**src/rtl/sram_arb_pkg.sv**
```systemverilog
// rtl/sram_arb_pkg.sv - shared types and default widths for the single-port SRAM arbiter
//
// Holds the arbiter FSM state type and the default parameter values used by
// sram_1rw_arbiter. No ports.

package sram_arb_pkg;

   localparam int DEF_DATA_WIDTH = 32;
   localparam int DEF_ADDR_WIDTH = 8;
   localparam int DEF_READ_LAT   = 1;
   localparam int STAT_WIDTH     = 16;

   typedef enum logic [1:0] {
      IDLE   = 2'd0,
      ACCESS = 2'd1,
      RDWAIT = 2'd2
   } arb_state_t;

endpackage

```
**src/rtl/rr_arb2.sv**
```systemverilog
// rtl/rr_arb2.sv - two-requester round-robin grant with last-grant memory
//
// Ports:
//   clk, rst     rising-edge clock, synchronous active-high reset
//   req[1:0]     request per port
//   accept       grant was taken this cycle; commits gnt into last_grant
//   gnt[1:0]     one-hot grant (zero when nothing is requested)

module rr_arb2 (
   input  logic       clk,
   input  logic       rst,
   input  logic [1:0] req,
   input  logic       accept,
   output logic [1:0] gnt
);

   // Port that won the most recent accepted grant; 1 after reset so port 0 wins first.
   logic last_grant;

   always_comb begin
      gnt = 2'b00;
      case (req)
         2'b01:   gnt = 2'b01;
         2'b10:   gnt = 2'b10;
         2'b11:   gnt = last_grant ? 2'b01 : 2'b10;
         default: gnt = 2'b00;
      endcase
   end

   // Only a taken grant moves the pointer, so a request withdrawn before
   // acceptance leaves the rotation untouched.
   always_ff @(posedge clk) begin
      if (rst) begin
         last_grant <= 1'b1;
      end else if (accept) begin
         last_grant <= gnt[1];
      end
   end

endmodule

```
**src/rtl/sram_1rw_arbiter.sv**
```systemverilog
// rtl/sram_1rw_arbiter.sv - two-port round-robin front end for a single-port 1RW SRAM
//
// Ports:
//   clk, rst                      rising-edge clock, synchronous active-high reset
//   pN_valid/pN_ready             request handshake (N = 0, 1); ready only in IDLE for the granted port
//   pN_we, pN_addr, pN_wdata      request type (1 = write), address, write data
//   pN_rvalid, pN_rdata           one-cycle read-return pulse and held read data
//   sram_csb/web/oeb              active-low SRAM chip select, write enable, output enable
//   sram_addr, sram_dout          SRAM address and write data
//   sram_dout_en                  enable for the top-level tristate driver of the data bus
//   sram_din                      data read back from the bus
//   p0_grant_cnt, p1_grant_cnt    saturating acceptance counters, present only with SRAM_ARB_STATS_EN

module sram_1rw_arbiter
   import sram_arb_pkg::*;
#(
   parameter int DATA_WIDTH = DEF_DATA_WIDTH,
   parameter int ADDR_WIDTH = DEF_ADDR_WIDTH,
   parameter int READ_LAT   = DEF_READ_LAT
) (
   input  logic                  clk,
   input  logic                  rst,
   input  logic                  p0_valid,
   output logic                  p0_ready,
   input  logic                  p0_we,
   input  logic [ADDR_WIDTH-1:0] p0_addr,
   input  logic [DATA_WIDTH-1:0] p0_wdata,
   output logic                  p0_rvalid,
   output logic [DATA_WIDTH-1:0] p0_rdata,
   input  logic                  p1_valid,
   output logic                  p1_ready,
   input  logic                  p1_we,
   input  logic [ADDR_WIDTH-1:0] p1_addr,
   input  logic [DATA_WIDTH-1:0] p1_wdata,
   output logic                  p1_rvalid,
   output logic [DATA_WIDTH-1:0] p1_rdata,
   output logic                  sram_csb,
   output logic                  sram_web,
   output logic                  sram_oeb,
   output logic [ADDR_WIDTH-1:0] sram_addr,
   output logic [DATA_WIDTH-1:0] sram_dout,
   output logic                  sram_dout_en,
`ifdef SRAM_ARB_STATS_EN
   output logic [STAT_WIDTH-1:0] p0_grant_cnt,
   output logic [STAT_WIDTH-1:0] p1_grant_cnt,
`endif
   input  logic [DATA_WIDTH-1:0] sram_din
);

   localparam logic [1:0] RD_LAST = 2'(READ_LAT - 1);

   arb_state_t state;
   logic       we_q;
   logic       owner_q;
   logic [1:0] rd_cnt;

   logic [1:0] gnt;
   logic [1:0] ready;
   logic       accept;
   logic       sel;

   logic                  req_we;
   logic [ADDR_WIDTH-1:0] req_addr;
   logic [DATA_WIDTH-1:0] req_wdata;

   rr_arb2 u_rr_arb2 (
      .clk    (clk),
      .rst    (rst),
      .req    ({p1_valid, p0_valid}),
      .accept (accept),
      .gnt    (gnt)
   );

   // gnt is a subset of the valids, so any ready bit is an acceptance.
   assign ready    = (state == IDLE) ? gnt : 2'b00;
   assign p0_ready = ready[0];
   assign p1_ready = ready[1];
   assign accept   = |ready;
   assign sel      = ready[1];

   assign req_we    = sel ? p1_we    : p0_we;
   assign req_addr  = sel ? p1_addr  : p0_addr;
   assign req_wdata = sel ? p1_wdata : p0_wdata;

   // SRAM controls are registered and set up one edge ahead of the state they
   // belong to. sram_addr and sram_dout double as the latched request address
   // and write data; both stay stable through the whole transfer.
   always_ff @(posedge clk) begin
      if (rst) begin
         state        <= IDLE;
         we_q         <= 1'b0;
         owner_q      <= 1'b0;
         rd_cnt       <= 2'd0;
         sram_csb     <= 1'b1;
         sram_web     <= 1'b1;
         sram_oeb     <= 1'b1;
         sram_dout_en <= 1'b0;
         sram_addr    <= '0;
         sram_dout    <= '0;
         p0_rvalid    <= 1'b0;
         p1_rvalid    <= 1'b0;
         p0_rdata     <= '0;
         p1_rdata     <= '0;
      end else begin
         p0_rvalid <= 1'b0;
         p1_rvalid <= 1'b0;
         case (state)
            IDLE: begin
               if (accept) begin
                  state        <= ACCESS;
                  we_q         <= req_we;
                  owner_q      <= sel;
                  sram_csb     <= 1'b0;
                  sram_addr    <= req_addr;
                  sram_web     <= ~req_we;
                  sram_oeb     <= req_we;
                  sram_dout_en <= req_we;
                  if (req_we) begin
                     sram_dout <= req_wdata;
                  end
               end
            end
            ACCESS: begin
               sram_csb     <= 1'b1;
               sram_web     <= 1'b1;
               sram_dout_en <= 1'b0;
               rd_cnt       <= 2'd0;
               if (we_q) begin
                  state    <= IDLE;
                  sram_oeb <= 1'b1;
               end else begin
                  state    <= RDWAIT;
                  sram_oeb <= 1'b0;
               end
            end
            RDWAIT: begin
               if (rd_cnt == RD_LAST) begin
                  state    <= IDLE;
                  sram_oeb <= 1'b1;
                  if (owner_q) begin
                     p1_rdata  <= sram_din;
                     p1_rvalid <= 1'b1;
                  end else begin
                     p0_rdata  <= sram_din;
                     p0_rvalid <= 1'b1;
                  end
               end else begin
                  rd_cnt <= rd_cnt + 2'd1;
               end
            end
            default: state <= IDLE;
         endcase
      end
   end

`ifdef SRAM_ARB_STATS_EN
   always_ff @(posedge clk) begin
      if (rst) begin
         p0_grant_cnt <= '0;
         p1_grant_cnt <= '0;
      end else begin
         if (ready[0] && (p0_grant_cnt != '1)) begin
            p0_grant_cnt <= p0_grant_cnt + 1'b1;
         end
         if (ready[1] && (p1_grant_cnt != '1)) begin
            p1_grant_cnt <= p1_grant_cnt + 1'b1;
         end
      end
   end
`endif

endmodule

```
**config.mk**
```make
export PLATFORM = sky130hd
export DESIGN_NAME = sram_1rw_arbiter
export DESIGN_NICKNAME = d
export VERILOG_FILES = /design/src/rtl/sram_arb_pkg.sv /design/src/rtl/rr_arb2.sv /design/src/rtl/sram_1rw_arbiter.sv
export SDC_FILE = /design/constraint.sdc
export NUM_CORES = 1
export LEC_CHECK = 0
export CAP_MARGIN = 20
export CORE_MARGIN = 3
export CORE_UTILIZATION = 35
export CTS_CLUSTER_DIAMETER = 30
export DETAILED_ROUTE_END_ITERATION = 6
export GPL_TIMING_DRIVEN = 1
export PLACE_DENSITY = 0.71
export SYNTH_ARGS = -nofsm -noshare
export SYNTH_HDL_FRONTEND = slang
export SYNTH_SLANG_ARGS = --single-unit
```
**constraint.sdc**
```tcl
create_clock -name clk -period 3 [get_ports clk]
set_clock_uncertainty 0.15 [all_clocks]
set_input_delay 0.45 -clock clk [delete_from_list [all_inputs] [get_ports clk]]
set_output_delay 0.45 -clock clk [all_outputs]
set_load 0.01 [all_outputs]
```
Yosys cells after proc, flatten, opt, wreduce, memory -nomap -nowiden
Cells that the tools add are included.
{"block": "op_classes", "n_addsub": 1, "multipliers": 0, "div_mod_pow": 0, "order_cmp": 0, "n_eq_ne": 8, "n_shift": 0, "n_mux": 23, "bitwise": 4, "reduce_logical": 15}
{"cell": "$mux 32", "count": 1}
{"cell": "$mux 2", "count": 6}
{"cell": "$pmux 2 s3", "count": 2}
{"cell": "$reduce_and 3->1", "count": 4}
{"cell": "$mux 1", "count": 8}
{"cell": "$mux 8", "count": 1}
{"cell": "$reduce_and 2->1", "count": 4}
{"cell": "$eq 2x2->1 const B", "count": 3}
{"cell": "$ne 2x2->1 const B", "count": 3}
{"cell": "$pmux 1 s2", "count": 3}
{"cell": "$eq 2x1->1 const B", "count": 2}
{"cell": "$logic_not 2->1", "count": 2}
{"cell": "$not 1->1", "count": 4}
{"cell": "$pmux 2 s2", "count": 1}
{"cell": "$reduce_bool 2->1", "count": 2}
{"cell": "$pmux 1 s3", "count": 1}
{"cell": "$reduce_bool 3->1", "count": 1}
{"cell": "$reduce_or 3->1", "count": 1}
{"cell": "$add 2x1->2 const B", "count": 1}
{"cell": "$reduce_or 2->1", "count": 1}
{"block": "totals", "ff_bits": 117, "latch_bits": 0, "ram_bits": 0, "romBits": 0, "out_inout_bits": 112, "elab_cells": 66, "mem_count": 0}

Depth between registers and ports, before layout
{"block": "logic_depth", "depth_word": 7, "mapped_depth": 8, "ltp_nobuf": 6}

Hierarchy
From an unflattened synthesis, not the netlist that was laid out.
{"block": "unflattened", "hier_cells": 587, "hier_area_um2": 5173.7}
{"mod": "sram_1rw_arbiter", "n_inst": 1, "cells_each": 581, "area_per_inst_um2": 5119.9}
{"mod": "rr_arb2", "n_inst": 1, "cells_each": 6, "area_per_inst_um2": 53.8}

Worst setup path before layout
No wires, ideal clock.
{"block": "synth_timing", "path_kind": "in2out", "start": "in p0_valid", "end": "out p1_ready", "t_arrival_ps": 1160, "path_slack_ps": 1240, "cell_stages": 4, "path_buffers": 1, "path_cell_list": "buf_4 -> a21boi_4 -> nand2_2 -> inv_1"}
{"block": "synth_between", "elab_chain_cells": 3, "word_cells_on_any_way": 5, "classes_between": "eq/ne (3); mux (2)"}
{"element": "start, declared", "line": "sram_1rw_arbiter.sv:23", "text": "input logic p0_valid,"}
{"element": "$eq 2x2->1 or $eq 2x1->1 (tied branches)", "line": "rr_arb2.sv:22", "text": "case (req)"}
{"element": "$pmux 2 s3 *", "line": "rr_arb2.sv:22"}
{"element": "$mux 2 *", "line": "sram_1rw_arbiter.sv:75", "text": "assign ready = (state == IDLE) ? gnt : 2'b00;"}
{"element": "end, declared", "line": "sram_1rw_arbiter.sv:31", "text": "output logic p1_ready,"}
Every way passes the cells marked *; elsewhere a longest branch is shown, timed or not.

Worst setup path after layout
{"block": "layout_timing", "start": "reg state[0]", "end": "out p0_ready"}
{"block": "layout_between", "elab_chain_cells": 2}
{"element": "start, declared", "line": "sram_1rw_arbiter.sv:52", "text": "arb_state_t state;"}
{"element": "start signal, assigned", "line": "sram_1rw_arbiter.sv:90", "text": "state <= IDLE;"}
{"element": "start signal, assigned", "line": "sram_1rw_arbiter.sv:110", "text": "state <= ACCESS;"}
{"element": "start signal, assigned", "line": "sram_1rw_arbiter.sv:129", "text": "state <= IDLE;"}
{"element": "$logic_not 2->1", "line": "sram_1rw_arbiter.sv:75"}
{"element": "$mux 2", "line": "sram_1rw_arbiter.sv:75"}
{"element": "end, declared", "line": "sram_1rw_arbiter.sv:24", "text": "output logic p0_ready,"}
No other way between the ends.

==> summary.txt <==
Clock network
  • TritonCTS clock tree: built
  • Clk root buf: clkbuf_16
  • Sink Count: 117
  • Clock Latency Late Sink: 0.40 ns
  • Hold_buf cts: 0
  • Clk slew on worst S/H paths: 0.05 ns
  • Post-CTS Repair Setup Buffers: 0
  • Clk buf depth: 2
  • Cts bufs inserted: 17
  • Post-CTS sizing: 0
  • CTS H-Tree Depth: 4

Final layout
  • Nets@finish: 846
  • Core Util, Final: 0.602
  • Layout cells sized above 1: 0.113
  • # fillers: 1111
  • Area growth syn-to-layout: 64.5%
  • Inserted Diodes: 0

Run status
  • Outcome: complete, no violations

Worst setup path
  • Req. time, crit path: 2.40 ns
  • Crit-path leading delay family: buffers and inverters
  • Slowest cell on the critical path: clkdlybuf4s50_1
  • CP Capture Type: output port
  • Worst path max stage delay: 0.56 ns
  • CP max FO: 12
  • Crit path DAT: 2.10 ns
  • Worst Path Buf+Inv: 2
  • Startpoint types: flip-flop
  • Cells along the critical path: inv_1 > ha_1 > and3_1 > clkdlybuf4s50_1
  • Setup CP Type: reg -> out

Die
  • # IOs: 230
  • Die footprint: 0.0150 mm2
  • Die H: 122 um
  • Horiz. Die Dim: 122 um
  • Cell Rows: 41
  • Initial Util: 0.366
  • CORE AREA: 0.0129 mm2

Route
  • Via Count: 4423
  • Detail Route Antenna Nets: 0
  • Vias per Instance: 4.88
  • Drt drc: 0
  • Avg WL per Cell: 16.3 um
  • Detailed Routing Iterations Pass 1: 4
  • Aggregate routed wire length: 14.8 mm
  • Detailed router's first-iteration violation count: 120

STA
  • Final Hold Vio Count: 0
  • Setup violators final: 0
  • Worst slew pin tran: 0.663 ns
  • Max-slew violations: 0
  • Final period utilization: 0.901
  • Worst slew margin: 0.558
  • Fmax: 370 MHz
  • TNS Setup: 0 ns
  • RSZ-0062 raised after global routing: no
  • Fin crit period: 2.70 ns

Placed design
  • Routability congestion estimate: 0.755
  • Number of port buffers: 229
  • Post-DP HPWL: 10.6 mm

Global route
  • Largest net degree at the start of global routing: 35
  • Vias in the first global route: 4570
  • GRT Total Usage: 0.196
  • Global route overflow: 0
  • Initial antenna violation count: 0
  • Global-route wire length before repair: 22.8 mm

Power
  • Worst VDD drop: 0.667 mV
  • Lkg Pwr: 2.93 nW
  • Power per Cell Area: 633 mW/mm2

Yosys
  • Most frequent cells after synthesis: 135 x nand2_1, 117 x dfxtp_1, 74 x a21oi_1
  • Mean Syn Cell Area: 9.47 um2
  • Synthesized area: 0.00473 mm2
  • Synthesis Warnings: 0
  • Yosys top cell area share: 0.495
  • Syn_nets: 623
  • Top-count cell post-synth: nand2_1
  • Register area share after synthesis: 0.495
  • Synthesized flop and latch total: 117
  • Number of synthesized flops with an enable pin: 0
  • Synth unique cells: 37
  • Ys async rst share: 0
  • Synth Instances: 500
  • Cell taking the most area after synthesis: dfxtp_1
  • Most used DFF post-synth: dfxtp_1
  • Area contributors post-synth: dfxtp_1 49%, nand2_1 11%, o2bb2ai_2 9.8%

Min path
  • Hold Crit Class: reg -> reg

Run
  • Max cap viols: 0
## sequential cells by signal, indices dropped and copies added (netlist names), 2 cells and up
signal and flops:
p0_rdata 32, p1_rdata 32, rd_cnt 2, sram_addr 8, sram_dout 32, state 2
## power by group
part / leakage, nW / internal (W) / total, W / switching (W)
Sequential: 0.951 / 0.00168 / 0.00176 / 0.0000815
Combinational: 1.67 / 0.000544 / 0.00101 / 0.000469
Clock: 0.309 / 0.00147 / 0.00215 / 0.000679
Total: 2.93 / 0.00370 / 0.00493 / 0.00123
## cell type report
type	instances	area [um2]	share of cell area
timing repair buffer	242	2410	0.309
inverter	6	22.5	0.00289
tap	172	215	0.0276
sequential	117	2340	0.301
clock inverter	8	146	0.0188
clock buffer	23	488	0.0627
multi-input combinational	339	2160	0.278
## worst min-delay path: stages (launching register included)
cell,delay (ns)
dfxtp_1,0.30
nand2_1,0.05
a21oi_1,0.05
## layer usage
metal,GRT usage,vias up,share of wire
li1,-,2163,-
met1,0.198,2074,0.38
met2,0.344,175,0.48
met3,0.113,11,0.13
met4,0.0588,0,0.012
met5,0,-,0
## worst paths after layout
path                startpoint             to  slack, ns  cells past startpoint
hold reg to reg   p1_rdata[13]   p1_rdata[13]       0.30                      2
hold / removal    p1_rdata[13]   p1_rdata[13]       0.30                      2
setup reg to reg      state[0]  sram_dout[27]       0.81                      6
setup / recovery      state[0]       p0_ready       0.30                      4
## through the flow
stage / hold WS, ns / instances / instance area [um2] / total power [W] / setup slack [ns]
2_1_floorplan: 0.302 / 500 / 4730 / 0.00230 / 1.24
3_3_place_gp: 0.291 / 876 / 7150 / 0.00279 / 0.321
3_5_place_dp: 0.296 / 876 / 7150 / 0.00282 / 0.303
4_1_cts: 0.304 / 907 / 7790 / 0.00499 / 0.283
5_1_grt: 0.318 / 907 / 7790 / 0.00515 / 0.183
6_report: 0.300 / 907 / 7790 / 0.00493 / 0.298
## cells by family (layout without fill, tap and decap cells)
group | Yosys count | after routing | synth area share
AOI/OAI and AO/OA | 131 | 131 | 0.227
adders and majority gates | 5 | 5 | 0.0132
DFF | 117 | 117 | 0.495
muxes | 33 | 33 | 0.0698
buffers and inverters | 44 | 279 | 0.0489
and+or+nand+nor | 170 | 170 | 0.146
## placed cells by master, fill, tap and decap left out, drive strengths merged, types with 5 or more instances in the layout
master	instances
o2bb2ai	32
a32o	5
nand2	136
clkbuf	23
mux2i	33
nor2	17
buf	14
inv	6
ha	5
dfxtp	117
clkdlybuf4s50	228
a21oi	75
a22oi	9
No activity file was read; power rests on OpenSTA's default activity.
